**src/rtl/kl_branch_pkg.sv**
```systemverilog
// Shared definitions for the delayed branch unit: condition codes, the HALT
// instruction head and the per-lane slot entry carried down the pipeline.
package kl_branch_pkg;

  // Condition codes carried with each delayed branch.
  localparam logic [2:0] CondNv = 3'd0;  // never
  localparam logic [2:0] CondAl = 3'd1;  // always
  localparam logic [2:0] CondEq = 3'd2;  // Z
  localparam logic [2:0] CondNe = 3'd3;  // !Z
  localparam logic [2:0] CondLt = 3'd4;  // N^V
  localparam logic [2:0] CondLe = 3'd5;  // (N^V)|Z
  localparam logic [2:0] CondGt = 3'd6;  // !(N^V)&!Z
  localparam logic [2:0] CondGe = 3'd7;  // !(N^V)

  // Instruction head that marks a HALT.
  localparam logic [7:0] HaltHead = 8'b001_00_111;

  // One lane's entry in a pipeline slot.
  typedef struct packed {
    logic        valid;
    logic [15:0] ir;
    logic [2:0]  cond;
  } slot_entry_t;

  // Build a slot entry from the S1 inputs; NV entries can never fire, so
  // they are dropped at capture instead of occupying the slot.
  function automatic slot_entry_t make_entry(input logic        b_valid,
                                             input logic [15:0] ir,
                                             input logic [2:0]  cond);
    slot_entry_t e;
    e.valid = b_valid && (cond != CondNv);
    e.ir    = ir;
    e.cond  = cond;
    return e;
  endfunction

  // True when the instruction head is HALT.
  function automatic logic is_halt(input logic [15:0] ir);
    return ir[15:8] == HaltHead;
  endfunction

endpackage

```
**src/rtl/dbu_cond_eval.sv**
```systemverilog
// Combinational flag test for a delayed-branch condition code.
module dbu_cond_eval
  import kl_branch_pkg::*;
(
  input  logic [2:0] cond,
  input  logic       N,
  input  logic       V,
  input  logic       Z,
  output logic       take
);

  logic w_lt;

  assign w_lt = N ^ V;

  // Decode the condition code against the current flags.
  always_comb begin
    take = 1'b0;
    unique case (cond)
      CondNv:  take = 1'b0;
      CondAl:  take = 1'b1;
      CondEq:  take = Z;
      CondNe:  take = !Z;
      CondLt:  take = w_lt;
      CondLe:  take = w_lt | Z;
      CondGt:  take = !w_lt & !Z;
      CondGe:  take = !w_lt;
      default: take = 1'b0;
    endcase
  end

endmodule

```
**src/rtl/delayed_branch_unit.sv**
```systemverilog
// Delayed branch unit: captures per-lane delayed branches at S1, carries them
// DEPTH advance steps down a slot pipeline, evaluates the oldest slot against
// the flags every cycle and emits a registered one-cycle fire pulse with the
// stored instruction. A fire flushes every slot and blocks capture for one
// cycle. Optional fire statistics are enabled with DBU_STATS_EN.
module delayed_branch_unit
  import kl_branch_pkg::*;
#(
  parameter int unsigned DEPTH = 2  // legal 2..4
) (
  input  logic        clk,
  input  logic        rst,
  input  logic        advance,
  input  logic        p0_b_valid,
  input  logic        p1_b_valid,
  input  logic [15:0] p0_delayed_B_1in,
  input  logic [15:0] p1_delayed_B_1in,
  input  logic [2:0]  p0_delayed_cond_1in,
  input  logic [2:0]  p1_delayed_cond_1in,
  input  logic        N,
  input  logic        V,
  input  logic        Z,
  output logic        p0_do_delayed_B,
  output logic        p1_do_delayed_B,
  output logic [15:0] p0_IR_override,
  output logic [15:0] p1_IR_override,
  output logic        flush_younger,
  output logic        halt_pending
`ifdef DBU_STATS_EN
  ,
  output logic [15:0] fire_count
`endif
);

  localparam int unsigned Last = DEPTH - 1;

  if ((DEPTH < 2) || (DEPTH > 4)) begin : g_bad_depth
    $error("delayed_branch_unit: DEPTH must be in 2..4");
  end

  slot_entry_t r_p0_slot [DEPTH];
  slot_entry_t r_p1_slot [DEPTH];

  logic        r_p0_do;
  logic        r_p1_do;
  logic [15:0] r_p0_ir;
  logic [15:0] r_p1_ir;
  logic        r_flush;
  logic        r_halt;

  logic        w_p0_take;
  logic        w_p1_take;
  logic        w_p0_fire;
  logic        w_p1_fire;
  logic        w_fire;
  logic [15:0] w_fire_ir;
  logic        w_cap_en;
  slot_entry_t w_p0_cap;
  slot_entry_t w_p1_cap;

  dbu_cond_eval u_p0_eval (
    .cond (r_p0_slot[Last].cond),
    .N    (N),
    .V    (V),
    .Z    (Z),
    .take (w_p0_take)
  );

  dbu_cond_eval u_p1_eval (
    .cond (r_p1_slot[Last].cond),
    .N    (N),
    .V    (V),
    .Z    (Z),
    .take (w_p1_take)
  );

  // p0 is older in program order; when it fires, the p1 entry is discarded.
  assign w_p0_fire = r_p0_slot[Last].valid && w_p0_take;
  assign w_p1_fire = !w_p0_fire && r_p1_slot[Last].valid && w_p1_take;
  assign w_fire    = w_p0_fire || w_p1_fire;
  assign w_fire_ir = w_p0_fire ? r_p0_slot[Last].ir : r_p1_slot[Last].ir;

  // Capture is suppressed in the fire cycle: that S1 work is being flushed.
  assign w_cap_en = advance && !(r_p0_do || r_p1_do);
  assign w_p0_cap = make_entry(p0_b_valid && w_cap_en, p0_delayed_B_1in, p0_delayed_cond_1in);
  assign w_p1_cap = make_entry(p1_b_valid && w_cap_en, p1_delayed_B_1in, p1_delayed_cond_1in);

  // Slot pipeline: fire clears everything, otherwise shift on advance.
  always_ff @(posedge clk) begin
    if (rst) begin
      for (int unsigned i = 0; i < DEPTH; i++) begin
        r_p0_slot[i] <= '0;
        r_p1_slot[i] <= '0;
      end
    end else if (w_fire) begin
      for (int unsigned i = 0; i < DEPTH; i++) begin
        r_p0_slot[i].valid <= 1'b0;
        r_p1_slot[i].valid <= 1'b0;
      end
    end else if (advance) begin
      for (int unsigned i = Last; i > 0; i--) begin
        r_p0_slot[i] <= r_p0_slot[i-1];
        r_p1_slot[i] <= r_p1_slot[i-1];
      end
      r_p0_slot[0] <= w_p0_cap;
      r_p1_slot[0] <= w_p1_cap;
    end
  end

  // Registered fire pulse, override instruction and flush request.
  always_ff @(posedge clk) begin
    if (rst) begin
      r_p0_do <= 1'b0;
      r_p1_do <= 1'b0;
      r_p0_ir <= '0;
      r_p1_ir <= '0;
      r_flush <= 1'b0;
    end else begin
      r_p0_do <= w_p0_fire;
      r_p1_do <= w_p1_fire;
      r_p0_ir <= w_p0_fire ? w_fire_ir : 16'h0000;
      r_p1_ir <= w_p1_fire ? w_fire_ir : 16'h0000;
      r_flush <= w_fire;
    end
  end

  // Sticky HALT indication, visible together with the fire pulse.
  always_ff @(posedge clk) begin
    if (rst) begin
      r_halt <= 1'b0;
    end else if (w_fire && is_halt(w_fire_ir)) begin
      r_halt <= 1'b1;
    end
  end

  assign p0_do_delayed_B = r_p0_do;
  assign p1_do_delayed_B = r_p1_do;
  assign p0_IR_override  = r_p0_ir;
  assign p1_IR_override  = r_p1_ir;
  assign flush_younger   = r_flush;
  assign halt_pending    = r_halt;

`ifdef DBU_STATS_EN
  logic [15:0] r_fire_count;

  // Saturating fire counter.
  always_ff @(posedge clk) begin
    if (rst) begin
      r_fire_count <= '0;
    end else if (w_fire && (r_fire_count != 16'hFFFF)) begin
      r_fire_count <= r_fire_count + 16'd1;
    end
  end

  assign fire_count = r_fire_count;
`endif

endmodule
```
**config.mk**
```make
export PLATFORM = sky130hd
export DESIGN_NAME = delayed_branch_unit
export DESIGN_NICKNAME = d
export VERILOG_FILES = /design/src/rtl/kl_branch_pkg.sv /design/src/rtl/dbu_cond_eval.sv /design/src/rtl/delayed_branch_unit.sv
export SDC_FILE = /design/constraint.sdc
export NUM_CORES = 1
export LEC_CHECK = 0
export CORE_MARGIN = 2
export CORE_UTILIZATION = 34
export CTS_CLUSTER_DIAMETER = 60
export DETAILED_ROUTE_END_ITERATION = 10
export SYNTH_ARGS = -nofsm -noshare
export SYNTH_HDL_FRONTEND = slang
export SYNTH_SLANG_ARGS = --single-unit
export TNS_END_PERCENT = 1
```
**constraint.sdc**
```tcl
create_clock -name clk -period 13.4 [get_ports clk]
set_input_delay 2.01 -clock clk [delete_from_list [all_inputs] [get_ports clk]]
set_output_delay 2.01 -clock clk [all_outputs]
set_load 0.01 [all_outputs]
```
==> results.md <==
* FF+latch count, synth at 116
* Hold buffers post-CTS at 0
* Switch Pwr at 0.000177 W
* Max VDD drop at 0.0723 mV
* Slowest cell on crit path: buf_4
* Synth top area share at 0.576
* Combinational Power Share at 0.054
* Final std cell area, no fill at 5700 um^2
* CP top delay family: buffers and inverters
* Post-synth top cells: and2_1, edfxtp_1, dfxtp_1, buf_2, nor2_1
* Worst-path clk slew at 50 ps
* CP Class: in -> reg
* Initial antenna violation count at 0
* Post-layout minimum cycle time at 4400 ps
* Remaining Overflow, GRT at 0
* DRC at 0
* Crit end category: flip-flop
* Worst Setup EP: r_p0_slot[0][29]$_SDFFCE_PN0P_
* Post-synth design cell area at 4170 um^2
* Switch share at 0.197
* Post-synth ARST share at 0
* Internal Power at 0.000721 W
* Global placement routability congestion at 0.772
* H-Tree Depth at 4
* Drt wl/cell at 12.9 um
* Largest area contributor in the synthesized netlist: edfxtp_1
* Reg2reg setup slack at 10750 ps
* DP Area at 5130 um^2
* Num CTS Buffers at 17
* Sinks on the clock net at 116
* Final core utilization at 0.474
* Bufs and invs on worst path at 2
* Root buf cell: clkbuf_16
* Layout cells sized above 1 at 0.0809
* Sequential power share at 0.464
* Vias in the first global route at 2236
* P per Cell Area at 158 nW/um^2
* Top_reg_cell synth: edfxtp_1
* Worst-margin pin slew at 927 ps
* Largest net degree at the start of global routing at 79
* Clock Path Buffers at 2
* Min-Delay Path Class: reg -> reg
* DP HPWL at 4.32 mm
* DIE HEIGHT at 115 um
* CORE AREA at 12000 um^2
* Die width at 115 um
* Max FO, Critical Path at 76
* CP startpoint kind: input port
* RSZ-0062 raised after global routing: no
* Area grow syn2layout at 36.7%
* R2r startpoint: r_p0_slot[0][20]$_SDFFCE_PN0P_
* Post-Synthesis Cells at 279
* Initial drt markers at 123
* CP required at 13430 ps
* Syn_nets at 325
* Max cap viols at 0
* Crit path cell chain: clkdlybuf4s50_1, and3b_1, o31a_1, a311o_1, o21ai_4, buf_4
* Top-count cell post-synth: and2_1
* CTS tree: built
* Register area share after synthesis at 0.749
* Clock Power Share at 0.482
* Fmax at 0.227 GHz
* Vias/cell at 4.38
* Drt total wl at 6.84 mm
* Leak at 2.15 nW
* Worst-Skew Late Latency at 400 ps
* Final setup fails at 0
* Arrival time worst endpoint at 4420 ps
* Rel. slew slack at 0.382
* CP peak stage delay at 730 ps
* All-Layer GR Usage at 0.111
* Setup TNS at 0 ps
* Tcrit/Tclk final at 0.328
* Placed Cells at 498
* Clk_skew at 7.25 ps
* Synth warnings at 0
* Ports at 82
* Leading post-synthesis cells by cell area: edfxtp_1, dfxtp_1, and2_1
* Status: complete, no violations
* Total iterations of the first detailed-routing run at 4
* Routed vias at 2322
* FP Rows at 40
* Hold Violations, Final at 0
* Fin Hold WS at 439 ps
* Postcts setup bufs at 0
* Remaining antenna violation count at 0
* Yosys cell types at 35
* Antenna cells at 0
* Mapped Avg Cell Area at 14.9 um^2
* CP startpoint: Z
* Number of synthesized flops with an enable pin at 80
* Critical R2R Capture: r_p0_slot[0][29]$_SDFFCE_PN0P_
* Die ar. at 13200 um^2
* Max Slew Vio Count at 0
* Post-CTS sizing at 0
* Final Non-Filler Cells at 530
* Nets at 416
* First-pass GRT wire length at 10.7 mm
* FF-to-FF path depth at 5
* CP Depth at 6
* Initial Util at 0.347
* IO buf count at 81
[worst reg2reg max path, stage by stage, from the launching register on]
cell and delay, ps:
edfxtp_1 420, nor3b_1 160, o31a_1 310, a311o_1 440, o21ai_4 170, buf_4 730
[area by class of cell]
class / instances / area, um^2
Inverter: 2 / 7.51
Fill cell: 1091 / 6310
Timing Repair Buffer: 83 / 826
Clock inverter: 15 / 145
Clock buffer: 17 / 425
Tap cell: 147 / 184
Sequential cell: 116 / 3120
Multi-Input combinational cell: 150 / 987
[worst min path at each step]
stage,to,cells past startpoint,from
after CTS,p1_IR_override[5]$_SDFF_PP0_,1,r_p1_slot[0][28]$_SDFFCE_PN0P_
after global routing,p0_IR_override[5]$_SDFF_PP0_,1,r_p0_slot[0][28]$_SDFFCE_PN0P_
after floorplan,p0_IR_override[0]$_SDFF_PP0_,1,r_p0_slot[0][23]$_SDFFCE_PN0P_
after detailed placement,p0_IR_override[5]$_SDFF_PP0_,1,r_p0_slot[0][28]$_SDFFCE_PN0P_
final,p1_IR_override[1]$_SDFF_PP0_,1,r_p1_slot[0][24]$_SDFFCE_PN0P_
after global placement,p0_IR_override[5]$_SDFF_PP0_,1,r_p0_slot[0][28]$_SDFFCE_PN0P_
[per-stage QoR]
stage                     worst slack [ps]  power [W]
after floorplan                       4440   0.000451
after global placement                8650   0.000472
after detailed placement              8560   0.000474
after CTS                             8990   0.000907
after global routing                  8870   0.000930
final                                 9000   0.000898
[power by group through the flow]
stage	sequential, W	clock (W)	combinational (W)
floorplan	0.000426	0	0.0000248
global placement	0.000423	0	0.0000485
detailed placement	0.000424	0	0.0000498
CTS	0.000417	0.000440	0.0000498
global route	0.000419	0.000457	0.0000541
finish	0.000417	0.000433	0.0000487
[registers in the layout, indices dropped and copies added, names as in the netlist]
register / flops
halt_pending: 1
flush_younger: 1
r_p0_slot: 40
p0_IR_override: 16
p0_do_delayed_B: 1
p1_do_delayed_B: 1
p1_IR_override: 16
r_p1_slot: 40
[cell usage in the layout, fill, tap and decap left out, types with 2 or more instances in the layout]
cell	n
and2_1	110
buf_4	2
bufinv_16	3
clkbuf_16	17
clkdlybuf4s50_1	81
clkinv_1	6
clkinv_2	5
dfxtp_1	36
edfxtp_1	80
inv_1	2
mux2i_1	3
nand2_1	3
nand4_1	2
nor2_1	4
nor3b_1	2
o311ai_0	2
o311ai_1	2
[kinds of logic after synthesis]
logic type      synth area share
mux                      0.00721
flops                      0.749
xor+xnor                 0.00420
simple gates               0.199
compound gates            0.0240
buf+inv                   0.0165
[per-layer routing]
| layer | up-vias | wire (um) | track usage |
|---|---|---|---|
| met1 | 1087 | 2740 | 0.118 |
| met5 | - | 0 | 0 |
| li1 | 1156 | - | - |
| met4 | 0 | 129 | 0.0651 |
| met2 | 66 | 3550 | 0.186 |
| met3 | 13 | 420 | 0.0439 |
Power figures use the tool's default switching activity.
